$ cat config.mk
export PLATFORM = sky130hd
export DESIGN_NAME = unireg_nbit
export DESIGN_NICKNAME = d
export VERILOG_FILES = /design/src/rtl/unireg_pkg.sv /design/src/rtl/unireg_next.sv /design/src/rtl/unireg_nbit.sv
export SDC_FILE = /design/constraint.sdc
export NUM_CORES = 1
export LEC_CHECK = 0
export ABC_AREA = 1
export CAP_MARGIN = 20
export CELL_PAD_IN_SITES_DETAIL_PLACEMENT = 0
export CELL_PAD_IN_SITES_GLOBAL_PLACEMENT = 2
export CORE_UTILIZATION = 25
export DETAILED_ROUTE_END_ITERATION = 7
export PLACE_DENSITY_LB_ADDON = 0.08
export SLEW_MARGIN = 0
export SYNTH_ARGS = -nofsm -noshare
export SYNTH_HDL_FRONTEND = slang
export SYNTH_SLANG_ARGS = --single-unit
$ cat constraint.sdc
create_clock -name clk -period 3.6 [get_ports clk]
set_clock_uncertainty 0.2 [all_clocks]
set_input_delay 0.72 -clock clk [delete_from_list [all_inputs] [get_ports clk]]
set_output_delay 0.72 -clock clk [all_outputs]
set_load 0.02 [all_outputs]
$ cat src/rtl/unireg_pkg.sv
// rtl/unireg_pkg.sv - mode encoding shared by the unireg_nbit register and its next-state logic
package unireg_pkg;

    localparam int UNIREG_MODE_W = 3;

    typedef enum logic [UNIREG_MODE_W-1:0] {
        MODE_HOLD  = 3'd0,
        MODE_LOAD  = 3'd1,
        MODE_SHL   = 3'd2,
        MODE_SHR   = 3'd3,
        MODE_ROTL  = 3'd4,
        MODE_ROTR  = 3'd5,
        MODE_CNTUP = 3'd6,
        MODE_CNTDN = 3'd7
    } unireg_mode_t;

endpackage

$ cat src/rtl/unireg_next.sv
// rtl/unireg_next.sv - combinational next-state and counter-wrap logic for unireg_nbit
module unireg_next
    import unireg_pkg::*;
#(
    parameter int WIDTH = 8
) (
    input  logic [WIDTH-1:0]   q,
    input  unireg_mode_t       mode,
    input  logic [WIDTH-1:0]   d,
    input  logic               si_lsb,
    input  logic               si_msb,
    output logic [WIDTH-1:0]   q_next,
    output logic               wrap
);

    localparam logic [WIDTH-1:0] ONE = {{(WIDTH-1){1'b0}}, 1'b1};

    always_comb begin
        q_next = q;
        wrap   = 1'b0;
        case (mode)
            MODE_HOLD:  q_next = q;
            MODE_LOAD:  q_next = d;
            MODE_SHL:   q_next = {q[WIDTH-2:0], si_lsb};
            MODE_SHR:   q_next = {si_msb, q[WIDTH-1:1]};
            MODE_ROTL:  q_next = {q[WIDTH-2:0], q[WIDTH-1]};
            MODE_ROTR:  q_next = {q[0], q[WIDTH-1:1]};
            // wrap marks the edge where the count leaves its end of range
            MODE_CNTUP: begin
                q_next = q + ONE;
                wrap   = &q;
            end
            MODE_CNTDN: begin
                q_next = q - ONE;
                wrap   = ~|q;
            end
        endcase
    end

endmodule

$ cat src/rtl/unireg_nbit.sv
// rtl/unireg_nbit.sv - falling-edge universal register with clear/preset/enable; UNIREG_NBIT_PARITY_EN adds q_par
module unireg_nbit
    import unireg_pkg::*;
#(
    parameter int               WIDTH      = 8,
    parameter logic [WIDTH-1:0] PRESET_VAL = {WIDTH{1'b1}}
) (
    input  logic                     clk,
    input  logic                     Cl,
    input  logic                     Pr,
    input  logic                     en,
    input  logic [UNIREG_MODE_W-1:0] mode,
    input  logic [WIDTH-1:0]         d,
    input  logic                     si_lsb,
    input  logic                     si_msb,
    output logic [WIDTH-1:0]         q,
    output logic                     so_msb,
    output logic                     so_lsb,
    output logic                     zero,
`ifdef UNIREG_NBIT_PARITY_EN
    output logic                     q_par,
`endif
    output logic                     tc
);

    logic [WIDTH-1:0] q_next;
    logic             wrap;

    unireg_next #(
        .WIDTH (WIDTH)
    ) u_next (
        .q      (q),
        .mode   (unireg_mode_t'(mode)),
        .d      (d),
        .si_lsb (si_lsb),
        .si_msb (si_msb),
        .q_next (q_next),
        .wrap   (wrap)
    );

    // Cl outranks Pr, which outranks en; tc is a single-edge pulse
    always_ff @(negedge clk) begin
        if (!Cl) begin
            q  <= '0;
            tc <= 1'b0;
        end else if (!Pr) begin
            q  <= PRESET_VAL;
            tc <= 1'b0;
        end else if (!en) begin
            tc <= 1'b0;
        end else begin
            q  <= q_next;
            tc <= wrap;
        end
    end

`ifdef UNIREG_NBIT_PARITY_EN
    always_ff @(negedge clk) begin
        if (!Cl) begin
            q_par <= 1'b0;
        end else if (!Pr) begin
            q_par <= ^PRESET_VAL;
        end else if (en) begin
            q_par <= ^q_next;
        end
    end
`endif

    assign so_msb = q[WIDTH-1];
    assign so_lsb = q[0];
    assign zero   = (q == '0);

endmodule
==> impl_results.md, run 1 <==
- Status: finished, violations left
- Failing checks: setup timing
- # diodes: 0
- Syn. warnings: 0
- Drt drc: 0
- Starting DRT DRC Count: 81
- Critical Path AT: approximately 3.1 ns
- Synth cell types: 29
- IO Pins: 29
- Power Density: 263 mW/mm²
- CP Class: reg -> out
- Leak: between 1 and 1.5 nW
- DP HPWL: 2.97 mm
- Worst r2r path cells: 30
- CP peak stage delay: 0.31 ns
- Clock-pin slew on the worst setup and hold paths: 0.04 ns
- Vias in the first global route: 1,877
- R2R Setup Slk: -0.25 ns
- Post-DRT Antenna Nets: 0
- 1st-pass router iterations: 4
- CP delay by family, top: buffers and inverters
- Ratio of cells with drive above 1 in the final layout: 64.1%
- Total Routed Length: 5.74 mm
- Max-cap viol count: 0
- Hold buffers post-CTS: 0
- Avg Inst Size Synth: 5.70 µm²
- R2r endpoint: q[6]$_SDFFE_NN0P_
- Fin nets: 328
- DR WL/cell: 16.1 µm
- Drt via density: 4.97
- Final setup fails: 10
- Max Buffers Root-to-Sink: 2
- CP Data Required Time: 2.68 ns
- Synth area leaders: nand2_1 (19%), dfxtp_1 (18%), inv_1 (13%), nand3_1 (10%), a21oi_1 (7.6%)
- Endpoint class of the critical path: output pin
- Port Buffer Count: 28
- Startpoint types: flop
- Slew Limit Fails: 0
- Initial antenna violation count: 0
- Chip Height: between 60 and 70 µm
- Synthesized Nets: 192
- Core area: 0.00374 mm²
- CTS tree: done
- Die area: 0.00422 mm²
- Post-Syn Area: 991 µm²
- VDD IR max: roughly 0.00018 V
- Slowest cell on the critical path: dfxtp_2
- CP Capture Point: zero
- Insertion delay to the later sink of the worst-skew pair: roughly 0.30 ns
- Synth Register Bits: 9
- Core Rows: 22
- First-pass GRT wire length: 8.84 mm
- GR Util All Layers: between 20% and 30%
- Final hold viol count: 0
- Tightest Hold Check Type: reg -> reg
- Post-route setup slack: -0.414 ns
- Top FF cell, synth: dfxtp_1
- Crit-path cells: inv_2 > nand4_1 > buf_4 > nor3_4 > buf_6
- Pin slew with the least headroom to its limit: 0.353 ns
- Area leader, netlist: nand2_1
- Layout area overhead: 159%
- Final core utilization: 68.6%
- WP buf/inv: 3
- Clock sink count: 9
- Largest net degree at the start of global routing: 9
- Unrepaired setup endpoints after global routing: true
- Critical Path Fanout Max: 2
- CTS H-tree lvls: 1
- R2R Path Start: q[5]$_SDFFE_NN0P_
- Placed cells: around 290
- Cells after synthesis: about 170
- Fin cells: 357
- Vias: 1,775
- Initial Utilization: 26.5%
- GRT overflow: 0
- Asr flop ratio synth: 0%
- RePlAce Congestion: approximately 0.82
- Num CTS Buffers: 3
- Worst setup path startpoint: q[5]$_SDFFE_NN0P_
- EDFF count, synth: 0
- Post-synthesis sequential area ratio: a little under a fifth
- Synth top area share: around 19%
- FILL cells: 305
- Die extent in x: 65.0 µm
- Clk root buf: clkbuf_8
- Slew margin rel.: between 70% and 80%
- WP depth: 5
-- logic make-up after synthesis --
| family | count (synthesis) | share of synthesized area (%) |
|---|---|---|
| and+or+nand+nor | 93 | 44.1 |
| DFF | 9 | 18.2 |
| buffers and inverters | 38 | 15.5 |
| xor gates and xnor gates | 1 | 0.884 |
| adders and majority gates | 1 | 1.26 |
| AOI/OAI and AO/OA | 32 | 20.1 |
-- flip-flops by register name, indices dropped and copies added (netlist names) --
register and cells:
q 8, tc 1
-- per-layer routing --
layer,GRT usage [%],vias up,wire length (µm),part of all wire [%]
met5,0,-,0,0
met4,22.2,0,402,7.0
met3,4.93,32,254,4.4
met2,49.6,68,2970,52
met1,29.1,830,2120,37
li1,-,845,-,-
-- worst min path at each step --
stage | from | endpoint | slack [ns] | cells after the start
finish | q[0]$_SDFFE_NN0P_ | tc$_SDFF_NN0_ | 0.35 | 3
CTS | q[0]$_SDFFE_NN0P_ | tc$_SDFF_NN0_ | 0.39 | 3
global route | q[0]$_SDFFE_NN0P_ | tc$_SDFF_NN0_ | 0.37 | 3
floorplan | q[1]$_SDFFE_NN0P_ | q[1]$_SDFFE_NN0P_ | 0.45 | 2
detailed placement | q[0]$_SDFFE_NN0P_ | tc$_SDFF_NN0_ | 0.37 | 3
global placement | q[0]$_SDFFE_NN0P_ | tc$_SDFF_NN0_ | 0.36 | 3
-- layout by cell type (no fill, tap or decap), drive strengths merged, types with 3 or more instances in the layout --
cell / n
nand2: 53
a21oi: 15
o22ai: 3
clkbuf: 3
nor2: 9
nand3: 21
inv: 44
o21ai: 6
nand4: 4
clkdlybuf4s50: 11
buf: 113
dfxtp: 9
nor4: 3
-- synth_stat cells (all sizes together) (2+ instances only) --
cell / number
dfxtp: 9
inv: 35
nand3: 21
o21ai: 6
nand2: 53
a221oi: 2
nand4: 4
buf: 3
o22ai: 3
nor2: 9
a21oi: 15
o2111ai: 2
nor4: 3
-- worst reg2reg max path, delay by kind of cell, from the launching register on --
| family | cells | cell delay [ns] |
|---|---|---|
| buffers and inverters | 23 | 2.75 |
| flip-flops | 1 | 0.31 |
| AND/OR/NAND/NOR | 7 | 0.54 |
-- cell type report --
class / instances / area, µm² / area share [%]
Sequential cell: 9 / 189 / 7.36
Inverter: 34 / 133 / 5.17
Multi-Input combinational cell: 127 / 986 / 38.4
Clock buffer: 3 / 41.3 / 1.61
Timing Repair Buffer: 126 / 1120 / 43.7
Tap cell: 48 / 60.1 / 2.34
Clock inverter: 10 / 37.5 / 1.46
-- report_power, final --
group | leakage [nW] | internal [mW] | switching, mW
logic | 1.14 | 0.210 | 0.190
registers | 0.0763 | 0.111 | 0.00730
clock network | 0.0748 | 0.0885 | 0.0697
total | 1.29 | 0.409 | 0.267
-- per-stage QoR --
stage	worst slack (ns)	total power [mW]	TNS, ns	cell area [µm²]	hold slack [ns]
finish	-0.414	0.676	-1.58	2570	0.351
CTS	-0.329	0.608	-1.19	2340	0.389
detailed placement	-1.01	0.354	-10.23	1640	0.365
global route	-0.465	0.716	-2.22	2570	0.370
global placement	-0.994	0.354	-10.06	1640	0.361
floorplan	-0.349	0.241	-2.07	1020	0.449
-- repair_timing --
item / CTS / global route
pin swaps: 40 / 28
endpoints found under the setup margin: 21 / 21
buffers inserted: 52 / 10
gates resized for setup: 158 / 49
Note: power is estimated with default switching activity, not from simulation.
==> inputs of run 2 (changes only) <==
- CORE_MARGIN: not set -> 2
==> run 2 against run 1 <==
- the run still ends with setup timing left
- cell count fell by 12%
- sequential share of layout area up 1.3 points
- largest power group unchanged
- critical path depth decreased by 1
- global-route usage fell by 6.8 points
- core utilization fell by 9.9 points
- first-iteration DRC count fell by 30%
- hold slack improved by 0.0032 ns
- via count decreased by 14%
==> impl_results.md, run 2 (same netlist as run 1, synthesis figures left out) <==
- Die extent in x: 67.0 µm (was 65.0 µm)
- Drt drc: 0 (unchanged)
- CP Data Required Time: 2.68 ns (about the same)
- Startpoint types: flop (unchanged)
- Layout area overhead: 122% (was 159%)
- Slowest cell on the critical path: dfxtp_2 (unchanged)
- Crit-path cells: inv_1 > nand4_1 > nor3_2 > buf_4 (was inv_2 > nand4_1 > buf_4 > nor3_4 > buf_6)
- Largest net degree at the start of global routing: 9 (unchanged)
- Clock sink count: 9 (unchanged)
- Final core utilization: 58.7% (was 68.6%)
- Num CTS Buffers: 3 (unchanged)
- Fin Hold WS: 0.354 ns (was 0.351 ns)
- Clk root buf: clkbuf_8 (unchanged)
- Initial antenna violation count: 0 (unchanged)
- Slew Limit Fails: 0 (unchanged)
- Endpoint class of the critical path: output pin (unchanged)
- Pin slew with the least headroom to its limit: 0.362 ns (was 0.353 ns)
- CP peak stage delay: 0.31 ns (about the same)
- Core Rows: 22 (unchanged)
- Critical Path Fanout Max: 2 (unchanged)
- Clock-pin slew on the worst setup and hold paths: 0.04 ns (about the same)
- FILL cells: 376 (was 305)
- Insertion delay to the later sink of the worst-skew pair: 0.31 ns (was 0.30 ns)
- VDD IR max: 0.000167 V (was 0.000181 V)
- RePlAce Congestion: 0.886 (was 0.815)
- WP buf/inv: 2 (was 3)
- Final hold viol count: 0 (unchanged)
- Net Sw Power: 0.230 mW (was 0.267 mW)
- Slew margin rel.: 75.7% (was 76.2%)
- 1st-pass router iterations: 5 (was 4)
- CTS H-tree lvls: 1 (unchanged)
- Port Buffer Count: 28 (unchanged)
- Largest registers: q x8, tc x1 (unchanged)
- Switching share of total power: 39.4% (was 39.5%)
- Total power: 0.585 mW (was 0.676 mW)
- Largest register FFs: 8 (unchanged)
- Tightest Hold Check Type: reg -> reg (unchanged)
- Largest reg by FF count: q (unchanged)
- Leak: 1.09 nW (was 1.29 nW)
- First-pass GRT wire length: 7.32 mm (was 8.84 mm)
- Total Routed Length: 4.36 mm (was 5.74 mm)
- Clock network power share: 26.6% (was 23.4%)
- IO Pins: 29 (unchanged)
- Chip Height: 67.0 µm (was 65.0 µm)
- Initial Utilization: 26.5% (unchanged)
- DR WL/cell: 13.8 µm (was 16.1 µm)
- CP Class: reg -> out (unchanged)
- Die area: 0.00448 mm² (was 0.00422 mm²)
- Power Density: 266 mW/mm² (was 263 mW/mm²)
- Comb power frac: 53.4% (was 59.1%)
- Max-cap viol count: 0 (unchanged)
- GR Util All Layers: 21.3% (was 28.2%)
- CP delay by family, top: simple AND/OR/NAND/NOR gates (was buffers and inverters)
- Most frequent cells in the layout: buf_4 (38), inv_1 (35), buf_6 (28) (was buf_4 (78), inv_1 (32), buf_6 (30))
- Drt via density: 4.82 (was 4.97)
- Int Pwr: 0.354 mW (was 0.409 mW)
- Vias in the first global route: 1,603 (was 1,877)
- Setup TNS: -1.01 ns (was -1.58 ns)
- Vias: 1,518 (was 1,775)
- Status: finished, violations left (unchanged)
- Failing checks: setup timing (unchanged)
- DP HPWL: 3.10 mm (was 2.97 mm)
- Hold buffers post-CTS: 0 (unchanged)
- Post-route setup slack: -0.318 ns (was -0.414 ns)
- Final setup fails: 8 (was 10)
- Unrepaired setup endpoints after global routing: true (unchanged)
- Starting DRT DRC Count: 57 (was 81)
- Ratio of cells with drive above 1 in the final layout: 55.1% (was 64.1%)
- # diodes: 0 (unchanged)
- GRT overflow: 0 (unchanged)
- Seq pwr share: 20.0% (was 17.5%)
- Commonest non-fill, non-tap cell in the layout: buf_4 (unchanged)
- Max Buffers Root-to-Sink: 2 (unchanged)
- Fin nets: 286 (was 328)
- Critical Path AT: 3.00 ns (was 3.09 ns)
- Post-DRT Antenna Nets: 0 (unchanged)
- Core area: 0.00374 mm² (unchanged)
- CTS tree: done (unchanged)
## run 2: layer usage
| layer | track usage, % | vias up | share of wire [%] |
|---|---|---|---|
| met3 | 3.38 | 8 | 3.5 |
| met4 | 8.42 | 0 | 1.7 |
| li1 | - | 763 | - |
| met1 | 27.6 | 715 | 46 |
| met2 | 35.1 | 32 | 49 |
| met5 | 0 | - | 0 |
## run 2: layout make-up
type                    instances  area (µm²)  share of cell area (%)
inverters                      34         133                    6.03
clock buffers                   3        41.3                    1.88
multi-input cells             127         938                    42.7
repair buffers                 84         798                    36.3
well taps                      48        60.1                    2.73
clock inverters                10        37.5                    1.71
flip-flops and latches          9         190                    8.65
## run 2: power by group through the flow
stage          Sequential [mW]  Clock, mW  Combinational, mW
2_1_floorplan            0.130     0.0171             0.0939
3_3_place_gp             0.115     0.0171              0.223
3_5_place_dp             0.115     0.0171              0.223
4_1_cts                  0.115      0.159              0.267
5_1_grt                  0.117      0.176              0.338
6_report                 0.117      0.156              0.312
## run 2: tightest hold or removal path, cell delays in order, from the launching register on
cell and delay, ns:
dfxtp_2 0.33, nor3_2 0.05, nand2_1 0.05, a21oi_1 0.06
## run 2: worst paths after layout
check,start,endpoint,slack [ns],cells past startpoint
worst max-delay path,q[4]$_SDFFE_NN0P_,zero,-0.32,4
worst min-delay path,q[0]$_SDFFE_NN0P_,tc$_SDFF_NN0_,0.35,3
worst max register to register,q[1]$_SDFFE_NN0P_,q[4]$_SDFFE_NN0P_,1.64,16
worst min register to register,q[0]$_SDFFE_NN0P_,tc$_SDFF_NN0_,0.35,3
## run 2: repair_timing
action,CTS,global route
setup endpoints to repair,21,19
gates resized for setup,137,56
buffers inserted,9,7
pin swaps,31,32
## run 2: metrics by stage
step | cell area (µm²) | setup slack [ns] | std cells
floorplan | 1020 | -0.349 | 174
global placement | 1640 | -1.00 | 288
detailed placement | 1640 | -1.00 | 288
CTS | 1970 | -0.325 | 309
global route | 2200 | -0.399 | 315
finish | 2200 | -0.318 | 315
==> inputs of run 3 (changes only) <==
- ABC_AREA: 1 -> not set
- CORE_MARGIN: 2 -> not set
- CORE_UTILIZATION: 25 -> 30
- GPL_TIMING_DRIVEN: not set -> 0
==> run 3 against run 2 <==
- the flow still finishes with violations (setup timing)
- sequential power is 4% higher
- clock power is 8% higher
- critical path depth is 1 lower
- sequential share of layout area is 0.85 points higher
- combinational power is 7.1% lower
==> impl_results.md, run 3 <==
- Largest register FFs: 8 (unchanged)
- Placed cells: 212 (was 288)
- Simple-gate share of the synthesized area: 27.2% (was 44.1%)
- Die area: 0.00398 mm² (was 0.00448 mm²)
- Synth Area in Adders: 1.12% (was 1.26%)
- CTS H-tree lvls: 1 (unchanged)
- Failing checks: setup timing (unchanged)
- DR WL/cell: 17.9 µm (was 13.8 µm)
- Largest registers: q x8, tc x1 (unchanged)
- CP Class: reg -> out (unchanged)
- Post-Syn Area: 0.00112 mm² (was 991 µm²)
- R2R Setup Slk: 1.63 ns (was 1.64 ns)
- Hold Crit Start: q[6]$_SDFFE_NN0P_ (was q[0]$_SDFFE_NN0P_)
- Switching share of total power: 39.9% (was 39.4%)
- Hold Path Sink: q[6]$_SDFFE_NN0P_ (was tc$_SDFF_NN0_)
- Post-synthesis mux area share: 9.94% (was 0%)
- Port Buffer Count: 27 (was 28)
- Asr flop ratio synth: 0% (unchanged)
- Routing usage on met1: 27.3% (was 27.6%)
- Core area: 0.00344 mm² (was 0.00374 mm²)
- Area occupied by multi-input gates: 0.00100 mm² (was 938 µm²)
- Syn. warnings: 0 (unchanged)
- Fin nets: 218 (was 286)
- IO Pins: 29 (unchanged)
- Max-cap viol count: 0 (unchanged)
- Num CTS Buffers: 3 (unchanged)
- Dpl cell area: 0.00151 mm² (was 0.00164 mm²)
- First-pass GRT wire length: 6.82 mm (was 7.32 mm)
- Int Pwr: 0.349 mW (was 0.354 mW)
- Post-synthesis compound-gate area fraction: 32.1% (was 20.1%)
- Largest reg by FF count: q (unchanged)
- Final hold viol count: 0 (unchanged)
- Status: finished, violations left (unchanged)
- Total Routed Length: 4.38 mm (was 4.36 mm)
- Gr busiest metal: met2 (unchanged)
- Unrepaired setup endpoints after global routing: true (unchanged)
- Drt via density: 5.57 (was 4.82)
- Commonest non-fill, non-tap cell in the layout: buf_4 (unchanged)
- Drt drc: 0 (unchanged)
- GR Util All Layers: 22.5% (was 21.3%)
- Layout area overhead: 83.5% (was 122%)
- Slew margin rel.: 70.5% (was 75.7%)
- Leading cell types by count after synthesis: mux2i_1 (10), dfxtp_1 (9), nand2_1 (8) (was nand2_1 (49), inv_1 (34), nand3_1 (20))
- Net Sw Power: 0.232 mW (was 0.230 mW)
- Starting DRT DRC Count: 76 (was 57)
- Main combinational cell family by area after synthesis: compound AO/OA/AOI/OAI gates (was simple AND/OR/NAND/NOR gates)
- Clock network power share: 29.1% (was 26.6%)
- Avg Inst Size Synth: 8.06 µm² (was 5.70 µm²)
- Post-route setup slack: -0.621 ns (was -0.318 ns)
- Initial antenna violation count: 0 (unchanged)
- 1st-pass router iterations: 4 (was 5)
- Startpoint types: flop (unchanged)
- Leak: 0.859 nW (was 1.09 nW)
- Tightest Hold Check Type: reg -> reg (unchanged)
- Hold depth: 2 (was 3)
- Synth Register Bits: 9 (unchanged)
- Comb power frac: 49.9% (was 53.4%)
- Slew Limit Fails: 0 (unchanged)
- DP HPWL: 2.74 mm (was 3.10 mm)
- Chip Height: 63.1 µm (was 67.0 µm)
- Met2 usage: 36.4% (was 35.1%)
- GRT overflow: 0 (unchanged)
- Largest net degree at the start of global routing: 11 (was 9)
- R2r endpoint: q[7]$_SDFFE_NN0P_ (was q[4]$_SDFFE_NN0P_)
- Post-synthesis sequential area ratio: 16.1% (was 18.2%)
- Met3 Use GR: 5.80% (was 3.38%)
- R2R Path Start: q[1]$_SDFFE_NN0P_ (unchanged)
- Insertion delay to the later sink of the worst-skew pair: 0.32 ns (was 0.31 ns)
- CTS tree: done (unchanged)
- VDD IR max: 0.000150 V (was 0.000167 V)
- Area leader, netlist: dfxtp_1 (was nand2_1)
- CP Data Required Time: 2.68 ns (about the same)
- XOR/XNOR Fraction of Synth Area: 3.13% (was 0.884%)
- Sequential Area: 195 µm² (was 190 µm²)
- Synth top area share: 16.1% (was 18.6%)
- Max Buffers Root-to-Sink: 2 (unchanged)
- Post-DRT Antenna Nets: 0 (unchanged)
- Synth cell types: 57 (was 29)
- FILL cells: 329 (was 376)
- Synthesized Nets: 157 (was 192)
- Endpoint class of the critical path: output pin (unchanged)
- Final core utilization: 59.7% (was 58.7%)
- # diodes: 0 (unchanged)
- Clk root buf: clkbuf_8 (unchanged)
- Most frequent cells in the layout: buf_4 (16), inv_1 (15), buf_6 (14) (was buf_4 (38), inv_1 (35), buf_6 (28))
- Clock-pin slew on the worst setup and hold paths: 0.04 ns (about the same)
- Ratio of cells with drive above 1 in the final layout: 46.7% (was 55.1%)
- Synth area leaders: dfxtp_1 (16%), mux2i_1 (8.9%), buf_2 (3.1%), o21ai_0 (2.7%), buf_4 (2.7%) (was nand2_1 (19%), dfxtp_1 (18%), inv_1 (13%), nand3_1 (10%), a21oi_1 (7.6%))
- Fin cells: 245 (was 315)
- Top-count cell post-synth: mux2i_1 (was nand2_1)
- Final setup fails: 11 (was 8)
- Worst r2r path cells: 5 (was 16)
- Seq pwr share: 20.9% (was 20.0%)
- Fin Hold WS: 0.397 ns (was 0.354 ns)
- Vias: 1,365 (was 1,518)
- RePlAce Congestion: 0.767 (was 0.886)
- Hold buffers post-CTS: 0 (unchanged)
- Initial Utilization: 32.5% (was 26.5%)
- Cells after synthesis: 139 (was 174)
- Critical Path Fanout Max: 3 (was 2)
- Die extent in x: 63.1 µm (was 67.0 µm)
- Critical Path AT: 3.30 ns (was 3.00 ns)
- Cell area after layout: 0.00205 mm² (was 0.00220 mm²)
- EDFF count, synth: 0 (unchanged)
- Power Density: 283 mW/mm² (was 266 mW/mm²)
- Core Rows: 21 (was 22)
- Setup TNS: -1.77 ns (was -1.01 ns)
- Top FF cell, synth: dfxtp_1 (unchanged)
- Pin slew with the least headroom to its limit: 0.442 ns (was 0.362 ns)
- Clock sink count: 9 (unchanged)
- Vias in the first global route: 1,356 (was 1,603)
run 3: cell types whose count changed in the layout (fill, tap and decap cells not counted), sizes merged, moves of 4 or more:
cell / previous run / this run
a21oi: 15 / 4
buf: 71 / 46
clkbuf: 3 / 7
inv: 44 / 15
mux2i: 0 / 10
nand2: 53 / 8
nand2b: 0 / 4
nand3: 21 / 3
nor2: 9 / 4
nor4b: 0 / 4
run 3: cell families (layout without fill, tap and decap cells):
family                   count (synthesis)  count (layout)
multiplexers                            11              11
XOR/XNOR                                 4               4
AND/OR/NAND/NOR                         46              46
adder cells (fa/ha/maj)                  1               1
AO/OA/AOI/OAI                           45              45
buffers and inverters                   23              83
flip-flops                               9               9
run 3: cell type report:
type,instances,share of cell area [%]
repair buffers,50,26.4
clock inverters,10,1.83
inverters,5,0.914
flip-flops and latches,9,9.50
plain buffers,15,7.67
clock buffers,3,2.01
multi-input cells,107,48.9
well taps,46,2.80
run 3: stage by stage:
stage	setup WS (ns)	power (mW)
floorplan	-0.542	0.279
global placement	-1.22	0.354
detailed placement	-1.22	0.354
CTS	-0.623	0.563
global route	-0.685	0.613
finish	-0.621	0.581
run 3: worst max path at each step:
stage / start / end / slack (ns) / cells past startpoint
global route: q[1]$_SDFFE_NN0P_ / zero / -0.68 / 3
CTS: q[1]$_SDFFE_NN0P_ / zero / -0.62 / 3
detailed placement: mode[2] / q[2]$_SDFFE_NN0P_ / -1.22 / 9
floorplan: mode[0] / q[2]$_SDFFE_NN0P_ / -0.54 / 9
global placement: mode[2] / q[2]$_SDFFE_NN0P_ / -1.22 / 9
finish: q[1]$_SDFFE_NN0P_ / zero / -0.62 / 3
run 3: critical path: stages (launching register included):
cell	delay, ns
dfxtp_2	0.32
or4_4	0.55
nor4_4	0.14
buf_4	0.17
run 3: layer usage:
metal / wire [µm] / share of wire [%]
met5: 0 / 0
met4: 90 / 2.1
met3: 193 / 4.4
met2: 2140 / 49
met1: 1950 / 45
run 3: what timing repair did:
| action | in CTS | in global routing |
|---|---|---|
| endpoints found under the hold margin | 0 | 0 |
| setup buffers | 12 | 10 |
| pin swaps | 22 | 16 |
| endpoints found under the setup margin | 21 | 15 |
| resized for setup | 124 | 17 |
| gates cloned | 1 | 2 |
run 3: power by group through the flow:
| stage | logic [mW] | registers, mW | clock network (mW) |
|---|---|---|---|
| after floorplan | 0.129 | 0.133 | 0.0171 |
| after detailed placement | 0.213 | 0.124 | 0.0171 |
| after CTS | 0.266 | 0.122 | 0.174 |
| after global routing | 0.307 | 0.123 | 0.183 |
| after global placement | 0.213 | 0.124 | 0.0171 |
| final | 0.290 | 0.122 | 0.169 |
